[src/rtl/cmd_frame_parser_pkg.sv]
// Shared definitions for the host command-frame decoder and its consumers:
// FSM state encoding, abort cause codes and default framing bytes.
package cmd_frame_parser_pkg;

  typedef enum logic [2:0] {
    ST_IDLE,
    ST_SEL,
    ST_DAT0,
    ST_DATA,
    ST_CHK,
    ST_TRL
  } state_t;

  localparam logic [1:0] ERR_NONE    = 2'd0;
  localparam logic [1:0] ERR_TRL     = 2'd1;
  localparam logic [1:0] ERR_CHK     = 2'd2;
  localparam logic [1:0] ERR_TIMEOUT = 2'd3;

  localparam logic [7:0] DEF_HDR_BYTE = 8'hAA;
  localparam logic [7:0] DEF_TRL_BYTE = 8'h55;

endpackage

[src/rtl/cmd_frame_parser_timeout.sv]
// Inter-byte timeout: free-running counter with synchronous clear and an
// expiry flag raised while the count sits at TIMEOUT_CYC-1.
module frame_timeout #(
  parameter int unsigned TIMEOUT_CYC = 500000
) (
  input  logic clk,
  input  logic rst,
  input  logic clr,
  input  logic en,
  output logic expired
);

  localparam int unsigned CW = (TIMEOUT_CYC > 1) ? $clog2(TIMEOUT_CYC) : 1;
  localparam logic [CW-1:0] LAST = CW'(TIMEOUT_CYC - 1);

  logic [CW-1:0] cnt;

  always_ff @(posedge clk) begin
    if (rst || clr) begin
      cnt <= '0;
    end else if (en) begin
      cnt <= cnt + CW'(1);
    end
  end

  assign expired = (cnt == LAST);

endmodule

[src/rtl/cmd_frame_parser.sv]
// Host command-frame decoder: HDR, SEL, [payload, [XOR checksum]], TRL.
// Decoded fields are published atomically with a one-cycle frame_done pulse.
module cmd_frame_parser
  import cmd_frame_parser_pkg::*;
#(
  parameter int unsigned IN_BYTES    = 2,
  parameter logic [7:0]  HDR_BYTE    = DEF_HDR_BYTE,
  parameter logic [7:0]  TRL_BYTE    = DEF_TRL_BYTE,
  parameter bit          CHK_EN      = 1'b0,
  parameter int unsigned TIMEOUT_CYC = 500000
) (
  input  logic                  tclk,
  input  logic                  rst,
  input  logic [7:0]            rx_data,
  input  logic                  rx_valid,
  output logic [7:0]            exp_sel,
  output logic [8*IN_BYTES-1:0] logic_in,
  output logic                  key_mode,
  output logic                  frame_done,
  output logic                  frame_err,
  output logic [1:0]            err_code
);

  localparam int unsigned PW = 8 * IN_BYTES;
  localparam int unsigned IW = $clog2(IN_BYTES) + 1;
  localparam logic [IW-1:0] IDX_LAST = IW'(IN_BYTES - 1);
  localparam state_t ST_POST = CHK_EN ? ST_CHK : ST_TRL;

  state_t          state, state_n;
  logic [IW-1:0]   idx, idx_n;
  logic [PW-1:0]   shadow, shadow_n;
  logic [7:0]      sel_sh, sel_sh_n;
  logic [7:0]      run_xor, run_xor_n;
  logic [7:0]      exp_sel_n;
  logic [PW-1:0]   logic_in_n;
  logic            key_mode_n, frame_done_n, frame_err_n;
  logic [1:0]      err_code_n;
  logic            expired;

  frame_timeout #(
    .TIMEOUT_CYC(TIMEOUT_CYC)
  ) u_timeout (
    .clk    (tclk),
    .rst    (rst),
    .clr    (rx_valid || (state == ST_IDLE)),
    .en     (1'b1),
    .expired(expired)
  );

  always_ff @(posedge tclk) begin
    if (rst) begin
      state      <= ST_IDLE;
      idx        <= '0;
      shadow     <= '0;
      sel_sh     <= '0;
      run_xor    <= '0;
      exp_sel    <= '0;
      logic_in   <= '0;
      key_mode   <= 1'b0;
      frame_done <= 1'b0;
      frame_err  <= 1'b0;
      err_code   <= ERR_NONE;
    end else begin
      state      <= state_n;
      idx        <= idx_n;
      shadow     <= shadow_n;
      sel_sh     <= sel_sh_n;
      run_xor    <= run_xor_n;
      exp_sel    <= exp_sel_n;
      logic_in   <= logic_in_n;
      key_mode   <= key_mode_n;
      frame_done <= frame_done_n;
      frame_err  <= frame_err_n;
      err_code   <= err_code_n;
    end
  end

  always_comb begin
    state_n      = state;
    idx_n        = idx;
    shadow_n     = shadow;
    sel_sh_n     = sel_sh;
    run_xor_n    = run_xor;
    exp_sel_n    = exp_sel;
    logic_in_n   = logic_in;
    key_mode_n   = key_mode;
    frame_done_n = 1'b0;
    frame_err_n  = 1'b0;
    err_code_n   = err_code;

    if (rx_valid) begin
      unique case (state)
        ST_IDLE: begin
          if (rx_data == HDR_BYTE) state_n = ST_SEL;
        end
        ST_SEL: begin
          sel_sh_n  = rx_data;
          run_xor_n = rx_data;
          state_n   = ST_DAT0;
        end
        ST_DAT0: begin
          if (rx_data == TRL_BYTE) begin
            exp_sel_n    = sel_sh;
            key_mode_n   = 1'b1;
            frame_done_n = 1'b1;
            state_n      = ST_IDLE;
          end else begin
            // Payload is shifted in from the LSB so the first byte ends up as MSB.
            shadow_n  = PW'(rx_data);
            run_xor_n = run_xor ^ rx_data;
            idx_n     = IW'(1);
            state_n   = (IN_BYTES == 1) ? ST_POST : ST_DATA;
          end
        end
        ST_DATA: begin
          shadow_n  = (shadow << 8) | PW'(rx_data);
          run_xor_n = run_xor ^ rx_data;
          idx_n     = idx + IW'(1);
          if (idx == IDX_LAST) state_n = ST_POST;
        end
        ST_CHK: begin
          if (rx_data == run_xor) begin
            state_n = ST_TRL;
          end else begin
            frame_err_n = 1'b1;
            err_code_n  = ERR_CHK;
            state_n     = ST_IDLE;
          end
        end
        ST_TRL: begin
          if (rx_data == TRL_BYTE) begin
            exp_sel_n    = sel_sh;
            logic_in_n   = shadow;
            key_mode_n   = 1'b0;
            frame_done_n = 1'b1;
          end else begin
            frame_err_n = 1'b1;
            err_code_n  = ERR_TRL;
          end
          state_n = ST_IDLE;
        end
        default: state_n = ST_IDLE;
      endcase
    end else if ((state != ST_IDLE) && expired) begin
      frame_err_n = 1'b1;
      err_code_n  = ERR_TIMEOUT;
      state_n     = ST_IDLE;
    end

    if (state_n == ST_IDLE) begin
      idx_n     = '0;
      run_xor_n = '0;
    end
  end

endmodule

[config.mk]
export PLATFORM = sky130hd
export DESIGN_NAME = cmd_frame_parser
export DESIGN_NICKNAME = d
export VERILOG_FILES = /design/src/rtl/cmd_frame_parser_pkg.sv /design/src/rtl/cmd_frame_parser_timeout.sv /design/src/rtl/cmd_frame_parser.sv
export SDC_FILE = /design/constraint.sdc
export NUM_CORES = 1
export LEC_CHECK = 0
export CORE_AREA = 4 4 88 90
export CTS_BUF_LIST = sky130_fd_sc_hd__clkbuf_8
export DETAILED_ROUTE_END_ITERATION = 12
export DIE_AREA = 0 0 92 94
export PLACE_DENSITY_LB_ADDON = 0.25
export SYNTH_ARGS = -nofsm -noshare
export SYNTH_HDL_FRONTEND = slang
export SYNTH_SLANG_ARGS = --single-unit
[constraint.sdc]
create_clock -name tclk -period 3.2 [get_ports tclk]
set_input_delay 0.32 -clock tclk [delete_from_list [all_inputs] [get_ports tclk]]
set_output_delay 0.32 -clock tclk [all_outputs]
set_load 0.01 [all_outputs]
==> metrics <==
status complete, no violations; Die W 92 um; crit path DAT 2.36 ns; fillers 645; Clock transition at path regs 0.09 ns; Fin Setup TNS 0 ns; Vias just over 3k; Max clock buf depth 2; synthesized area slightly below 4000 um^2; busiest grt layer met2; slowest CP cell dfxtp_1; Hold Slack 0.326 ns; footprint of the multi-input gates around 2000 um^2; Max Freq 0.484 GHz; Pre-antenna DRT Iters 4; register area share after synthesis 0.443; CP Launch Type flip-flop; global-route wire length before repair between 10 and 15 mm; P&R area growth vs syn 15.4%; Async SR Flop Fraction 0; Inserted Clock Buffers 9; syn nets 450; largest net degree at the start of global routing 46; cts hold-fix bufs 0; ant diodes 0; Synth Warn # 0; VDD IR-drop max 257 uV; Hold Path Class in -> reg; final layout net count 478; share of cells above drive strength 1 0.104; number of synthesized register bits 85; core region area 7060 um^2; GR Overflow Total 0; EDFF count, synth 0; Yosys cell types between 50 and 60; Syn Inst Count 437; RSZ-0062 raised after global routing false; Max-Cap Viols 0; vias in the first global route 2891; M3 GR Usage 0.0441; fin. max-slew vios 0; post-route minimum period roughly 2.1 ns; drt wl/cell ~14 um; Root Driver clkbuf_8; GP Congestion 0.867; ordered cell list for the critical path nor3_2 > nand3_1 > a2111oi_2 > nor3_2 > buf_4 > a211oi_2; Site Rows 31; final hold viol count 0; routed wire length about 8.0 mm; CTS tree done; Worst EP required around 3.5 ns; DRC 0; antenna violations before repair 0; routing usage on met2 0.316; Top Ports 40; clock skew about 0.012 ns; Cell Pwr Density 411 nW/um^2; crit path kind reg -> reg; register area roughly 1700 um^2; slew of the pin with the lowest slew margin 0.692 ns; # setup viols final 0; met1 Track Usage GR 0.253; post-route ant nets 0; period utilisation layout 0.645; leakage between 0.0015 and 0.002 uW; Post CTS Setup Buffer Count 0; CTS Sinks 85; drt initial violations 168; PostCTS Resize Cnt 0; CP peak stage delay 0.52 ns; Post-DP HPWL 5.59 mm; starting density of the core 0.544; commonest non-fill, non-tap cell in the layout dfxtp_1; Buffers on Ports 39; most frequent cells in the layout dfxtp_1, nand2_1, nor2_1, a21oi_1, clkdlybuf4s50_1; Die ar. between 8000 and 9000 um^2; vias per cell 5.42; H-tree levels 3; syn_area_per_cell 8.79 um^2; clk_lat worst skew approximately 0.36 ns; die height ~94 um; gr usage total 0.194; crit-path max FO 19; most frequent CP cell nor3_2; Slew HR 0.539; critical path endpoint category flip-flop; Synth Flop Type dfxtp_1
-- final timing paths --
kind	from	to	slack [ns]	cells after the start
min	rst	logic_in[3]	0.33	2
max reg2reg	state[0]	run_xor[7]	1.14	6
min reg2reg	logic_in[9]	logic_in[9]	0.45	2
max	state[0]	run_xor[7]	1.14	6
-- flip-flops by register name, summed over array words and instances, names as in the netlist --
signal / flops
run_xor: 8
logic_in: 16
u_timeout.cnt: 19
shadow: 16
sel_sh: 8
key_mode: 1
frame_err: 1
frame_done: 1
err_code: 2
exp_sel: 8
idx: 2
state: 3
-- stage by stage --
stage,instance area (um^2),util,std cells,setup WS (ns),power [uW]
after floorplan,3840,-,437,1.50,1120
after global placement,4250,0.602,553,0.868,1140
after detailed placement,4250,0.602,553,0.809,1140
after CTS,4430,0.628,569,1.14,1840
after global routing,4430,0.628,569,0.950,1900
final,4430,0.628,569,1.14,1820
-- critical path, delay by kind of cell (launching register included) --
kind            cells  cell delay (ns)
simple gates        3             0.63
flops               1             0.52
compound gates      2             0.63
buf+inv             1             0.20
-- routing by layer --
metal  share of wire  vias to the layer above
li1                -                     1579
met1            0.46                     1452
met2            0.49                       38
met3           0.030                       13
met4           0.015                        0
met5               0                        -
-- power by group --
part / internal [uW] / switching [uW] / leakage, uW
registers: 1060 / 0.274 / 0.000684
logic: 23.3 / 39.6 / 0.000729
clock network: 293 / 410 / 0.0000910
total: 1370 / 450 / 0.00150
-- layout make-up --
cell class,count,area share
Clock buffer,9,0.0279
Timing Repair Buffer,47,0.100
Clock inverter,7,0.0127
Tap cell,99,0.0279
Sequential cell,85,0.384
Inverter,8,0.00677
Multi-Input combinational cell,314,0.440
-- cell usage after synthesis, types with 2 or more instances --
library cell / instances / area (um^2)
mux2i_1: 16 / 160
a21oi_2: 2 / 17.5
nand4_1: 13 / 81.3
or2_2: 2 / 12.5
inv_1: 7 / 26.3
nor3_1: 6 / 30.0
nand3b_1: 7 / 52.6
dfxtp_1: 85 / 1700
nand3_1: 17 / 85.1
and3_1: 5 / 31.3
nor3_2: 4 / 40.0
and4_1: 2 / 17.5
nand2_1: 62 / 233
nand4bb_4: 2 / 55.1
clkbuf_1: 14 / 52.6
o21ai_0: 14 / 70.1
a21oi_1: 42 / 210
a32oi_2: 7 / 114
nor4b_1: 2 / 17.5
ha_1: 2 / 25.0
buf_2: 10 / 50.1
nor2_1: 53 / 199
nand2b_1: 6 / 37.5
and4bb_1: 2 / 25.0
buf_6: 5 / 56.3
or3_1: 4 / 25.0
xor2_1: 6 / 52.6
o32ai_1: 2 / 17.5
xnor2_1: 15 / 131
-- logic make-up after synthesis --
group	share of synthesized area
DFF	0.443
and+or+nand+nor	0.264
AOI/OAI and AO/OA	0.146
muxes	0.0417
adders and majority gates	0.00651
xor gates and xnor gates	0.0479
buffers and inverters	0.0511
Note: power is estimated with default switching activity, not from simulation.
